File: src/rtl/ternary_pkg.sv
// Balanced-ternary types, op codes and single-trit helpers for the ternary ALU slice.
// Trit encoding: 00 = Z, 01 = P (+1), 10 = N (-1); 11 is illegal and read as Z.
package ternary_pkg;

  typedef logic [1:0] trit_t;

  localparam trit_t T_Z = 2'b00;
  localparam trit_t T_P = 2'b01;
  localparam trit_t T_N = 2'b10;

  localparam logic [2:0] OP_ADD  = 3'b000;
  localparam logic [2:0] OP_SUB  = 3'b001;
  localparam logic [2:0] OP_MUL  = 3'b010;
  localparam logic [2:0] OP_TMUL = 3'b011;
  localparam logic [2:0] OP_MIN  = 3'b100;
  localparam logic [2:0] OP_MAX  = 3'b101;

  typedef enum logic [1:0] {
    ST_IDLE = 2'b00,
    ST_EXEC = 2'b01,
    ST_DONE = 2'b10
  } state_t;

  function automatic trit_t trit_neg(input trit_t t);
    case (t)
      T_P:     return T_N;
      T_N:     return T_P;
      default: return T_Z;
    endcase
  endfunction

  function automatic logic signed [2:0] trit_to_int(input trit_t t);
    case (t)
      T_P:     return 3'sd1;
      T_N:     return -3'sd1;
      default: return 3'sd0;
    endcase
  endfunction

  function automatic trit_t int_to_trit(input logic signed [2:0] v);
    if (v > 3'sd0) begin
      return T_P;
    end else if (v < 3'sd0) begin
      return T_N;
    end else begin
      return T_Z;
    end
  endfunction

  function automatic trit_t trit_mul(input trit_t x, input trit_t y);
    return int_to_trit(trit_to_int(x) * trit_to_int(y));
  endfunction

  function automatic trit_t trit_clean(input trit_t t);
    return (t == 2'b11) ? T_Z : t;
  endfunction

  // Full adder on three trits; returns {carry, sum}. The raw sum lies in -3..+3.
  function automatic logic [3:0] trit_fa(input trit_t x, input trit_t y, input trit_t c);
    logic signed [2:0] s;
    s = trit_to_int(x) + trit_to_int(y) + trit_to_int(c);
    if (s > 3'sd1) begin
      return {T_P, int_to_trit(s - 3'sd3)};
    end else if (s < -3'sd1) begin
      return {T_N, int_to_trit(s + 3'sd3)};
    end else begin
      return {T_Z, int_to_trit(s)};
    end
  endfunction

endpackage

File: src/rtl/ternary_word_adder_n.sv
// Combinational ripple-carry adder over W balanced-ternary trits.
module ternary_word_adder_n
  import ternary_pkg::*;
#(
  parameter int W = 9
) (
  input  logic [2*W-1:0] a,
  input  logic [2*W-1:0] b,
  input  trit_t          cin,
  output logic [2*W-1:0] sum,
  output trit_t          cout
);

  trit_t      rip_c_s;
  logic [3:0] rip_fa_s;

  // Ripple the carry trit from the least significant trit upwards
  always_comb begin
    sum      = '0;
    rip_c_s  = cin;
    rip_fa_s = 4'b0000;
    for (int i = 0; i < W; i++) begin
      rip_fa_s       = trit_fa(a[2*i +: 2], b[2*i +: 2], rip_c_s);
      sum[2*i +: 2]  = rip_fa_s[1:0];
      rip_c_s        = rip_fa_s[3:2];
    end
    cout = rip_c_s;
  end

endmodule

File: src/rtl/ternary_seq_alu.sv
// Multi-cycle balanced-ternary ALU: ADD/SUB, shift-and-add MUL, trit-wise TMUL/MIN/MAX,
// with valid/ready handshakes on both sides and one operation in flight.
module ternary_seq_alu
  import ternary_pkg::*;
#(
  parameter int N_TRITS = 9,
  parameter int TPC     = 1
) (
  input  logic                 clk,
  input  logic                 rst_n,
  input  logic                 in_valid,
  output logic                 in_ready,
  input  logic [2:0]           op,
  input  logic [2*N_TRITS-1:0] a,
  input  logic [2*N_TRITS-1:0] b,
  output logic                 out_valid,
  input  logic                 out_ready,
  output logic [2*N_TRITS-1:0] result_lo,
  output logic [2*N_TRITS-1:0] result_hi,
  output logic [1:0]           carry,
  output logic                 err
);

  localparam int S      = N_TRITS / TPC;
  localparam int STEP_W = (S > 1) ? $clog2(S) : 1;
  localparam int W      = 2 * N_TRITS;
  localparam int PW     = 2 * (N_TRITS + TPC);

  if ((TPC < 1) || ((N_TRITS % TPC) != 0)) begin : g_tpc_check
    $error("ternary_seq_alu: TPC must divide N_TRITS");
  end

  state_t             state_r, state_s;
  logic [STEP_W-1:0]  step_r;
  logic [2:0]         op_r;
  logic [W-1:0]       a_r, b_r;
  logic               bad_r;
  logic [W-1:0]       acc_r, lo_r;
  logic               out_valid_r;
  logic [W-1:0]       result_lo_r, result_hi_r;
  trit_t              carry_r;
  logic               err_r;

  logic [W-1:0]       a_clean_s, b_clean_s;
  logic               in_bad_s, op_bad_s;
  logic [W-1:0]       b_add_s, add_sum_s;
  trit_t              add_cout_s;
  logic [W-1:0]       tw_s;
  logic [PW-1:0]      row_s, pp_s, acc_ext_s, mac_sum_s;
  trit_t              pp_c_s, mac_cout_s;
  logic [3:0]         pp_fa_s;
  logic [W-1:0]       mul_lo_next_s, mul_hi_next_s;
  logic               last_step_s;
  logic [W-1:0]       fin_lo_s, fin_hi_s;
  trit_t              fin_carry_s;
  logic               fin_err_s;
  logic               unused_s;

  // Scrub illegal 11 trits to Z at the input and flag them
  always_comb begin
    a_clean_s = '0;
    b_clean_s = '0;
    in_bad_s  = 1'b0;
    for (int i = 0; i < N_TRITS; i++) begin
      a_clean_s[2*i +: 2] = trit_clean(a[2*i +: 2]);
      b_clean_s[2*i +: 2] = trit_clean(b[2*i +: 2]);
      in_bad_s = in_bad_s | (a[2*i +: 2] == 2'b11) | (b[2*i +: 2] == 2'b11);
    end
  end

  assign op_bad_s = (op > OP_MAX);

  // Subtraction is addition of the trit-wise negated operand
  always_comb begin
    b_add_s = '0;
    for (int i = 0; i < N_TRITS; i++) begin
      if (op_r == OP_SUB) begin
        b_add_s[2*i +: 2] = trit_neg(b_r[2*i +: 2]);
      end else begin
        b_add_s[2*i +: 2] = b_r[2*i +: 2];
      end
    end
  end

  ternary_word_adder_n #(.W(N_TRITS)) u_add (
    .a    (a_r),
    .b    (b_add_s),
    .cin  (T_Z),
    .sum  (add_sum_s),
    .cout (add_cout_s)
  );

  // Carry-free trit-wise operations; MIN/MAX use the order N < Z < P
  always_comb begin
    tw_s = '0;
    for (int i = 0; i < N_TRITS; i++) begin
      case (op_r)
        OP_TMUL: tw_s[2*i +: 2] = trit_mul(a_r[2*i +: 2], b_r[2*i +: 2]);
        OP_MIN:  tw_s[2*i +: 2] = (trit_to_int(a_r[2*i +: 2]) < trit_to_int(b_r[2*i +: 2]))
                                  ? a_r[2*i +: 2] : b_r[2*i +: 2];
        OP_MAX:  tw_s[2*i +: 2] = (trit_to_int(a_r[2*i +: 2]) > trit_to_int(b_r[2*i +: 2]))
                                  ? a_r[2*i +: 2] : b_r[2*i +: 2];
        default: tw_s[2*i +: 2] = T_Z;
      endcase
    end
  end

  // Partial product a * (low TPC trits of b_r), summed into N+TPC trits
  always_comb begin
    pp_s    = '0;
    row_s   = '0;
    pp_c_s  = T_Z;
    pp_fa_s = 4'b0000;
    for (int t = 0; t < TPC; t++) begin
      row_s = '0;
      for (int i = 0; i < N_TRITS; i++) begin
        row_s[2*(i+t) +: 2] = trit_mul(a_r[2*i +: 2], b_r[2*t +: 2]);
      end
      pp_c_s = T_Z;
      for (int i = 0; i < N_TRITS + TPC; i++) begin
        pp_fa_s        = trit_fa(pp_s[2*i +: 2], row_s[2*i +: 2], pp_c_s);
        pp_s[2*i +: 2] = pp_fa_s[1:0];
        pp_c_s         = pp_fa_s[3:2];
      end
    end
  end

  // acc_r holds the upper N trits of the running product; it always fits, so no carry-out
  assign acc_ext_s = {{(2*TPC){1'b0}}, acc_r};

  ternary_word_adder_n #(.W(N_TRITS + TPC)) u_mac (
    .a    (acc_ext_s),
    .b    (pp_s),
    .cin  (T_Z),
    .sum  (mac_sum_s),
    .cout (mac_cout_s)
  );

  assign unused_s      = ^mac_cout_s;
  assign mul_hi_next_s = mac_sum_s[PW-1:2*TPC];

  // Finished low trits shift in from the top of lo_r
  if (TPC < N_TRITS) begin : g_lo_shift
    assign mul_lo_next_s = {mac_sum_s[2*TPC-1:0], lo_r[W-1:2*TPC]};
  end else begin : g_lo_direct
    assign mul_lo_next_s = mac_sum_s[W-1:0];
  end

  assign last_step_s = (step_r == STEP_W'(S - 1));

  // Select the value loaded into the output registers when EXEC completes
  always_comb begin
    fin_lo_s    = '0;
    fin_hi_s    = '0;
    fin_carry_s = T_Z;
    fin_err_s   = bad_r;
    case (op_r)
      OP_ADD, OP_SUB: begin
        fin_lo_s    = add_sum_s;
        fin_carry_s = add_cout_s;
      end
      OP_MUL: begin
        fin_lo_s = mul_lo_next_s;
        fin_hi_s = mul_hi_next_s;
      end
      OP_TMUL, OP_MIN, OP_MAX: begin
        fin_lo_s = tw_s;
      end
      default: begin
        fin_err_s = 1'b1;
      end
    endcase
  end

  // State register
  always_ff @(posedge clk or negedge rst_n) begin
    if (!rst_n) begin
      state_r <= ST_IDLE;
    end else begin
      state_r <= state_s;
    end
  end

  // Next-state logic: MUL stays in EXEC for S cycles, everything else for one
  always_comb begin
    state_s = state_r;
    case (state_r)
      ST_IDLE: begin
        if (in_valid) begin
          state_s = ST_EXEC;
        end else begin
          state_s = ST_IDLE;
        end
      end
      ST_EXEC: begin
        if ((op_r != OP_MUL) || last_step_s) begin
          state_s = ST_DONE;
        end else begin
          state_s = ST_EXEC;
        end
      end
      ST_DONE: begin
        if (out_ready) begin
          state_s = ST_IDLE;
        end else begin
          state_s = ST_DONE;
        end
      end
      default: state_s = ST_IDLE;
    endcase
  end

  // Operand capture, multiply iteration and output registers
  always_ff @(posedge clk or negedge rst_n) begin
    if (!rst_n) begin
      step_r      <= '0;
      op_r        <= 3'b000;
      a_r         <= '0;
      b_r         <= '0;
      bad_r       <= 1'b0;
      acc_r       <= '0;
      lo_r        <= '0;
      out_valid_r <= 1'b0;
      result_lo_r <= '0;
      result_hi_r <= '0;
      carry_r     <= T_Z;
      err_r       <= 1'b0;
    end else begin
      case (state_r)
        ST_IDLE: begin
          if (in_valid) begin
            op_r   <= op;
            a_r    <= a_clean_s;
            b_r    <= b_clean_s;
            bad_r  <= in_bad_s | op_bad_s;
            acc_r  <= '0;
            lo_r   <= '0;
            step_r <= '0;
          end
        end
        ST_EXEC: begin
          if (op_r == OP_MUL) begin
            acc_r  <= mul_hi_next_s;
            lo_r   <= mul_lo_next_s;
            b_r    <= b_r >> (2 * TPC);
            step_r <= step_r + STEP_W'(1);
          end
          if (state_s == ST_DONE) begin
            result_lo_r <= fin_lo_s;
            result_hi_r <= fin_hi_s;
            carry_r     <= fin_carry_s;
            err_r       <= fin_err_s;
            out_valid_r <= 1'b1;
          end
        end
        ST_DONE: begin
          if (out_ready) begin
            out_valid_r <= 1'b0;
          end
        end
        default: begin
          out_valid_r <= 1'b0;
        end
      endcase
    end
  end

  assign in_ready  = rst_n & (state_r == ST_IDLE);
  assign out_valid = out_valid_r;
  assign result_lo = result_lo_r;
  assign result_hi = result_hi_r;
  assign carry     = carry_r;
  assign err       = err_r;

endmodule

File: config.mk
export PLATFORM = sky130hd
export DESIGN_NAME = ternary_seq_alu
export DESIGN_NICKNAME = d
export VERILOG_FILES = /design/src/rtl/ternary_pkg.sv /design/src/rtl/ternary_word_adder_n.sv /design/src/rtl/ternary_seq_alu.sv
export SDC_FILE = /design/constraint.sdc
export NUM_CORES = 1
export LEC_CHECK = 0
export BUFFER_PORTS_ARGS = -buffer_cell sky130_fd_sc_hd__buf_2
export CAP_MARGIN = 15
export CORE_UTILIZATION = 55
export CTS_BUF_LIST = sky130_fd_sc_hd__clkbuf_4 sky130_fd_sc_hd__clkbuf_8 sky130_fd_sc_hd__clkbuf_16
export DETAILED_ROUTE_END_ITERATION = 10
export PLACE_DENSITY = 0.77
export SLEW_MARGIN = 0
export SYNTH_ARGS = -nofsm -noshare
export SYNTH_HDL_FRONTEND = slang
export SYNTH_SLANG_ARGS = --single-unit
File: constraint.sdc
create_clock -name clk -period 18.3 [get_ports clk]
set_clock_uncertainty 0.05 [all_clocks]
set_input_delay 3.66 -clock clk [delete_from_list [all_inputs] [get_ports clk]]
set_output_delay 3.66 -clock clk [all_outputs]
set_load 0.005 [all_outputs]
==> results.txt <==
Maximum clock rate: 58.31 MHz
Area of the die: 22550 um^2
Syn-to-layout area delta: 11.27%
H-tree level count: 4
Status: completed
Vias per inst: 5.927
Worst path required time: 18.56 ns
Gpl congestion: 0.8909
FP Rows: 53
DR WL met3: 1.745 mm
ANT nets after route: 0
Core Area: 21290 um^2
Crit path largest cell delay: 0.59 ns
DRT Pass-1 Iters: 5
Async SR Flop Fraction: 100.0%
Clock Tree Buf Depth: 2
Cell count after placement: 1767
Area after DPL: 12790 um^2
Layout net count: 1759
Place WS: 0.1922 ns
PortBufs: 83
CTS tree: built
Reg clk slew, reported paths: 0.06 ns
Worst-path fanout max: 24
Number of DRC markers in iteration 0: 616
Starting Density: 56.71%
Commonest cells after routing, fill and taps aside: 225 x nand2_1, 151 x ha_1, 133 x inv_1
Clock Latency Late Sink: 0.43 ns
GR Overflow Total: 0
Hold WC Path Type: reg2reg
Final WS setup: 1.150 ns
Sink Count: 120
Final hold vios: 0
Routed length on met1: 13.61 mm
Synthesized area per cell: 8.383 um^2
Final Instance Count excl. Fillers: 1799
CTS root buffer: clkbuf_16
Routed vias: 10663
Post-Route WL: 31.70 mm
Commonest non-fill, non-tap cell in the layout: nand2_1
Chip height: 150.2 um
Vias in the first global route: 10591
Design area: 13430 um^2
Fill count: 1791
Gate count of the mapped netlist: 1440
Most used cell, CP: ha_1
Final Cycle Share: 93.71%
Slew @ Worst Pin: 1.107 ns
Initial antenna violation count: 0
Endpoints failing setup: 0
WL per Instance: 17.62 um
GRT Total Usage: 29.65%
Hold buffer count at CTS: 0
Layout cells sized above 1: 10.10%
Post-synth top flop: dfrtp_1
CP arrival: 17.41 ns
Yosys cell types: 58
Max_slew headroom: 26.20%
Met2 WL: 15.61 mm
Hold WS: 0.4216 ns
Seq/Total Area, Yosys: 24.88%
Antenna cell count: 0
Slowest-stage cell, CP: ha_2
First-pass GRT wire length: 51.87 mm
Pins Over Slew Limit: 0
# DRC: 0
# IOs: 84
Die width: 150.2 um
WS Path Type: reg2reg
Largest net degree at the start of global routing: 54
EDFF count, synth: 0
CP Launch Type: register
Highest Signal Layer: met4
Max Cap Violations: 0
Crit end category: register
Synth Cell Area: 12070 um^2
Synth Register Bits: 120
Final min period: 17.15 ns
DP Wirelength: 23.82 mm
Number of clock buffers inserted by TritonCTS: 17
Yosys warning count: 0
## flip-flops by register name, summed over array words and instances (netlist names)
register,flops
b_r,18
op_r,3
lo_r,16
state_r,2
carry,2
a_r,18
step_r,4
err,1
acc_r,18
bad_r,1
result_lo,18
result_hi,18
out_valid,1
## layer usage
metal  GRT usage (%)  vias to the layer above
li1                -                     5125
met1           38.16                     5201
met2           50.53                      277
met3           4.515                       60
met4           10.45                        0
met5               0                        -
## area by class of cell
class,instances,area (um^2),share of cell area (%)
multi-input combinational,1140,8481,63.14
sequential,120,3003,22.36
tap,275,344.1,2.562
clock inverter,13,123.9,0.9222
timing repair buffer,98,530.5,3.950
inverter,135,510.5,3.801
clock buffer,18,439.2,3.270
## critical path: cells and delay by family (launching register included)
family	cells	cell delay (ns)
buf+inv	5	0.81
fa+ha+maj	24	7.98
xor+xnor	16	3.77
compound gates	19	3.11
flops	1	0.45
simple gates	7	0.84
## synth_stat cells (5+ instances only)
| cell | number | area share (%) |
|---|---|---|
| a211oi_1 | 20 | 1.2 |
| a21boi_0 | 7 | 0.44 |
| a21o_1 | 14 | 0.87 |
| a21oi_1 | 99 | 4.1 |
| a22o_1 | 15 | 1.1 |
| a22oi_1 | 7 | 0.44 |
| a311oi_1 | 6 | 0.44 |
| a31oi_1 | 18 | 0.93 |
| buf_1 | 5 | 0.16 |
| clkbuf_1 | 41 | 1.3 |
| dfrtp_1 | 120 | 25 |
| fa_1 | 51 | 8.5 |
| ha_1 | 153 | 16 |
| inv_1 | 134 | 4.2 |
| mux2i_1 | 11 | 0.91 |
| nand2_1 | 225 | 7.0 |
| nand2b_1 | 51 | 2.6 |
| nand3_1 | 19 | 0.79 |
| nand3b_1 | 24 | 1.5 |
| nor2_1 | 66 | 2.1 |
| nor2b_1 | 33 | 1.7 |
| nor3_1 | 17 | 0.70 |
| nor3b_1 | 17 | 1.1 |
| o2111ai_1 | 8 | 0.58 |
| o211ai_1 | 10 | 0.62 |
| o21ai_0 | 107 | 4.4 |
| o221ai_1 | 19 | 1.4 |
| o31ai_1 | 12 | 0.75 |
| xnor2_1 | 56 | 4.1 |
| xor2_1 | 16 | 1.2 |
## worst paths after layout
path | startpoint | end | slack, ns | depth (start not counted)
max | b_r[0] | result_hi[17] | 1.15 | 71
min | result_hi[15] | result_hi[15] | 0.42 | 2
max reg2reg | b_r[0] | result_hi[17] | 1.15 | 71
min reg2reg | result_hi[15] | result_hi[15] | 0.42 | 2
max in group asynchronous | rst_n | result_lo[12] | 13.99 | 2
min in group asynchronous | rst_n | acc_r[1] | 3.14 | 1
## through the flow
stage	util (%)	setup TNS, ns
2_1_floorplan	-	0
3_3_place_gp	60.10	0
3_5_place_dp	60.10	0
4_1_cts	62.74	0
5_1_grt	63.10	-0.1523
6_report	63.10	0
## kinds of logic after synthesis
| family | share of synthesized area, % |
|---|---|
| compound gates | 19.77 |
| flops | 24.88 |
| mux | 1.607 |
| fa+ha+maj | 24.32 |
| simple gates | 18.39 |
| other cells | 0.06221 |
| xor+xnor | 5.359 |
| buf+inv | 5.628 |
## timing repair
item | 4_1_cts | 5_1_grt
endpoints found under the setup margin | 0 | 4
setup buffers | 0 | 1
gates resized for setup | 0 | 11
Power is not shown: default switching activity piles up to over one toggle a cycle in this logic, so the estimate is an artifact.
